===== src/rtl/vector_checker_pkg.sv =====
// Shared types and sizing constants for the vector sweep checker and its timer.
package vector_checker_pkg;

    typedef enum logic [1:0] {
        IDLE   = 2'd0,
        SETTLE = 2'd1,
        DONE   = 2'd2
    } state_e;

    localparam int N_VEC = 16;
    localparam int VEC_W = 4;
    localparam int CNT_W = 8;

    localparam logic [VEC_W-1:0] LAST_VEC = VEC_W'(N_VEC - 1);

endpackage


===== src/rtl/vector_checker_settle_timer.sv =====
// Loadable up-counter that raises tc_o on the last cycle of a SETTLE_CYCLES window.
module settle_timer
    import vector_checker_pkg::*;
#(
    parameter int SETTLE_CYCLES = 4
) (
    input  logic clk_i,
    input  logic rst_i,
    input  logic load_i,
    input  logic en_i,
    output logic tc_o
);

    localparam logic [CNT_W-1:0] TC_VAL = CNT_W'(SETTLE_CYCLES - 1);
    localparam logic [CNT_W-1:0] ONE    = CNT_W'(1);

    logic [CNT_W-1:0] count_q;
    logic [CNT_W-1:0] count_d;

    // Next count: load restarts the window, enable advances it.
    always_comb begin
        count_d = count_q;
        if (load_i) begin
            count_d = '0;
        end else if (en_i) begin
            count_d = count_q + ONE;
        end else begin
            count_d = count_q;
        end
    end

    // Count register.
    always_ff @(posedge clk_i) begin
        if (rst_i) begin
            count_q <= '0;
        end else begin
            count_q <= count_d;
        end
    end

    assign tc_o = en_i && (count_q == TC_VAL);

endmodule


===== config.mk =====
export PLATFORM = sky130hd
export DESIGN_NAME = settle_timer
export DESIGN_NICKNAME = d
export VERILOG_FILES = /design/src/rtl/vector_checker_pkg.sv /design/src/rtl/vector_checker_settle_timer.sv
export SDC_FILE = /design/constraint.sdc
export NUM_CORES = 1
export LEC_CHECK = 0
export ABC_AREA = 0
export ABC_CLOCK_PERIOD_IN_PS = 1550
export CAP_MARGIN = 20
export CORE_AREA = 4 4 41 43
export CTS_CLUSTER_DIAMETER = 60
export DETAILED_ROUTE_END_ITERATION = 8
export DIE_AREA = 0 0 45 47
export PLACE_DENSITY = 0.46
export SYNTH_ARGS = -nofsm -noshare
export SYNTH_HDL_FRONTEND = slang
export SYNTH_SLANG_ARGS = --single-unit
export TNS_END_PERCENT = 1

===== constraint.sdc =====
create_clock -name clk_i -period 1.55 [get_ports clk_i]
set_input_delay 0.31 -clock clk_i [delete_from_list [all_inputs] [get_ports clk_i]]
set_output_delay 0.31 -clock clk_i [all_outputs]
set_load 0.1 [all_outputs]

==> results.md <==
| Parameter | Value | Unit |
|:---|:---|:---|
| Via density per instance | 4.67 | - |
| Power density normalized to cell area | 765 | nW/µm² |
| Min-Delay Path Class | flop to flop | - |
| Gpl congestion | 0.714 | - |
| Final Max Slew Viols | 0 | - |
| Post-DP HPWL | 564 | µm |
| Critical path peak fanout | 2 | - |
| Largest registers in the final layout | count_q (8) | - |
| Number of standard cells in the layout, taps in and fillers out | 67 | - |
| First-pass DRT Iterations | 4 | - |
| Post-CTS Setup Bufs | 0 | - |
| Master of the slowest instance on the critical path | sky130_fd_sc_hd__or4_4 | - |
| Post-route ant nets | 0 | - |
| Worst-margin pin slew | 273 | ps |
| Min cycle time layout | 1820 | ps |
| Core area | 1300 | µm² |
| Total routed wirelength | 686 | µm |
| Die Wd | 45 | µm |
| Tightest slew margin relative to the limit | 81.8 | % |
| Total DRC errors in the routed layout | 0 | - |
| IO buf count | 4 | - |
| Area growth from synthesis to layout | 41.0 | % |
| Diodes inserted | 0 | - |
| Final Hold Viols | 0 | - |
| Post-synth cell types | 18 | - |
| Number of cells produced by synthesis | 40 | - |
| Critical-path cell list | or4_4 > nor4_4 > buf_12 | - |
| Largest register FFs | 8 | - |
| Fraction of layout instances using a drive strength above 1 | 30.8 | % |
| Pin count of the biggest net entering global routing | 9 | - |
| Failing checks | negative setup slack | - |
| Startpoint-to-endpoint class of the critical path | flop to output port | - |
| Top Ports | 5 | - |
| Wire length of the first global-routing pass | 1.13 | mm |
| Leak | 0.201 | nW |
| Cell chosen for the clock root | sky130_fd_sc_hd__clkbuf_4 | - |
| Placed cell count | 64 | - |
| Die height | 47 | µm |
| Accumulated negative setup slack | -272 | ps |
| Arr. time, crit path | 1510 | ps |
| Yosys Warn Count | 0 | - |
| Skew-Pair Late Insertion Delay | 250 | ps |
| Congestion Overflow GR | 0 | - |
| Net count of the mapped netlist | 45 | - |
| Endpoint class of the critical path | output port | - |
| Hold slack | 559 | ps |
| Via count | 313 | - |
| NumNets Final | 59 | - |
| Antenna violations before repair | 0 | - |
| Hold buffer count at CTS | 0 | - |
| Required @ worst endpoint | 1240 | ps |
| Maximum ir drop on the vdd rail | 0.000336 | V |
| Largest stage delay, worst path | 540 | ps |
| Total of flip-flops plus latches after synthesis | 8 | - |
| Highest Clock Rate | 0.549 | GHz |
| Post-Synthesis Cell Area | 363 | µm² |
| Skew final | 0.969 | ps |
| Max Buffers Root-to-Sink | 2 | - |
| Critical path launch point type | flop | - |
| Vias in the first global route | 305 | - |
| Initial DRC count | 6 | - |
| Reg clk slew, reported paths | 50 | ps |
| TritonCTS sink count | 8 | - |
| Max-capacitance violation count | 0 | - |
| Period utilisation layout | 118 | % |
| Average cell area after synthesis | 9.07 | µm² |
| Setup slack of the worst register-to-register path | 340 | ps |
| CTS HTree Levels | 1 | - |
| Result of the run | complete, but fails checks | - |
| Die area | 2120 | µm² |
| Number of placement rows | 13 | - |
| Global router's overall resource usage | 7.52 | % |
| Avg WL per Cell | 10.2 | µm |
| Starting density of the core | 27.9 | % |
| Final setup slack of the worst path | -272 | ps |
| Sequential cell area fraction in the yosys report | 44.1 | % |
| Finish-stage setup viols | 1 | - |
| Clock buffer count from CTS | 3 | - |
| CTS tree | built | - |
| Setup repair after global routing missed its margin | yes | - |
| Largest register by flop count | count_q | - |
-- cell usage in the layout, fill, tap and decap left out, types with 2 or more instances in the layout --
cell type / synthesis / final
sky130_fd_sc_hd__nor2_1: 5 / 5
sky130_fd_sc_hd__a21oi_1: 3 / 3
sky130_fd_sc_hd__nand2_1: 2 / 2
sky130_fd_sc_hd__buf_4: 0 / 7
sky130_fd_sc_hd__or3_1: 3 / 3
sky130_fd_sc_hd__clkdlybuf4s50_1: 0 / 3
sky130_fd_sc_hd__o21ai_0: 3 / 3
sky130_fd_sc_hd__nand3_1: 2 / 2
sky130_fd_sc_hd__xor2_1: 3 / 3
sky130_fd_sc_hd__clkbuf_4: 0 / 3
sky130_fd_sc_hd__nand4_1: 2 / 2
sky130_fd_sc_hd__dfxtp_1: 8 / 7
-- through the flow --
| step | worst slack (ps) | power (W) | instance area [µm²] | utilization (%) |
|---|---|---|---|---|
| CTS | -291 | 0.000397 | 512 | 39.3 |
| detailed placement | -159 | 0.000239 | 488 | 37.5 |
| floorplan | -580 | 0.000226 | 375 | - |
| global route | -324 | 0.000403 | 512 | 39.3 |
| global placement | -137 | 0.000237 | 488 | 37.5 |
| finish | -272 | 0.000392 | 512 | 39.3 |
-- critical path, delay by kind of cell (launching register included) --
family	cells	cell delay [ps]
AND/OR/NAND/NOR	2	730
flip-flops	1	320
buffers and inverters	1	210
-- layer usage --
metal  wire, µm  part of all wire, %  GRT usage (%)  up-vias
met2        331                   48           14.1        7
met3         37                  5.4           2.30        2
met1        300                   44           7.53      136
li1           -                    -              -      168
met5          0                    0              0        -
met4         15                  2.2           3.51        0
-- layout make-up --
cell class,count,area [µm²]
tap,15,18.8
timing repair buffer,11,103
fill,146,790
clock buffer,3,22.5
multi-input combinational,30,206
sequential,8,161
-- final timing paths --
check,end,cells after the start,from
min,count_q[1],2,count_q[1]
max reg2reg,count_q[6],4,count_q[1]
min reg2reg,count_q[1],2,count_q[1]
max,tc_o,3,count_q[7]
-- cell usage after synthesis --
cell type                  count  area (µm²)
sky130_fd_sc_hd__ha_1          1        12.5
sky130_fd_sc_hd__nand4_2       1        12.5
sky130_fd_sc_hd__nand3_1       2        10.0
sky130_fd_sc_hd__dfxtp_1       8         160
sky130_fd_sc_hd__clkbuf_1      1        3.75
sky130_fd_sc_hd__nand2_1       2        7.51
sky130_fd_sc_hd__or2_2         1        6.26
sky130_fd_sc_hd__nor2_1        5        18.8
sky130_fd_sc_hd__o21ai_0       3        15.0
sky130_fd_sc_hd__buf_2         1        5.00
sky130_fd_sc_hd__or4_1         1        7.51
sky130_fd_sc_hd__nor4_2        1        12.5
sky130_fd_sc_hd__mux2i_1       1        10.0
sky130_fd_sc_hd__xnor2_1       1        8.76
sky130_fd_sc_hd__or3_1         3        18.8
sky130_fd_sc_hd__a21oi_1       3        15.0
sky130_fd_sc_hd__xor2_1        3        26.3
sky130_fd_sc_hd__nand4_1       2        12.5
-- where the power goes --
group | total [W] | switching [W] | internal [W]
logic | 0.0000251 | 0.0000103 | 0.0000148
registers | 0.000209 | 0.00000121 | 0.000208
clock network | 0.000158 | 0.0000691 | 0.0000885
total | 0.000392 | 0.0000806 | 0.000311
-- logic make-up (layout without fill, tap and decap cells) --
logic type                 count (synthesis)  after routing  share of synthesized area, %
muxes                                      1              1                          2.76
and+or+nand+nor                           18             18                          29.3
DFF                                        8              8                          44.1
adders and majority gates                  1              1                          3.45
xor gates and xnor gates                   4              4                          9.66
AOI/OAI and AO/OA                          6              6                          8.27
buffers and inverters                      2             14                          2.41
-- repair_timing --
action / CTS / global route
cloned: 0 / 0
gates resized for setup: 1 / 0
setup endpoints to repair: 1 / 1
Power figures use the tool's default switching activity.
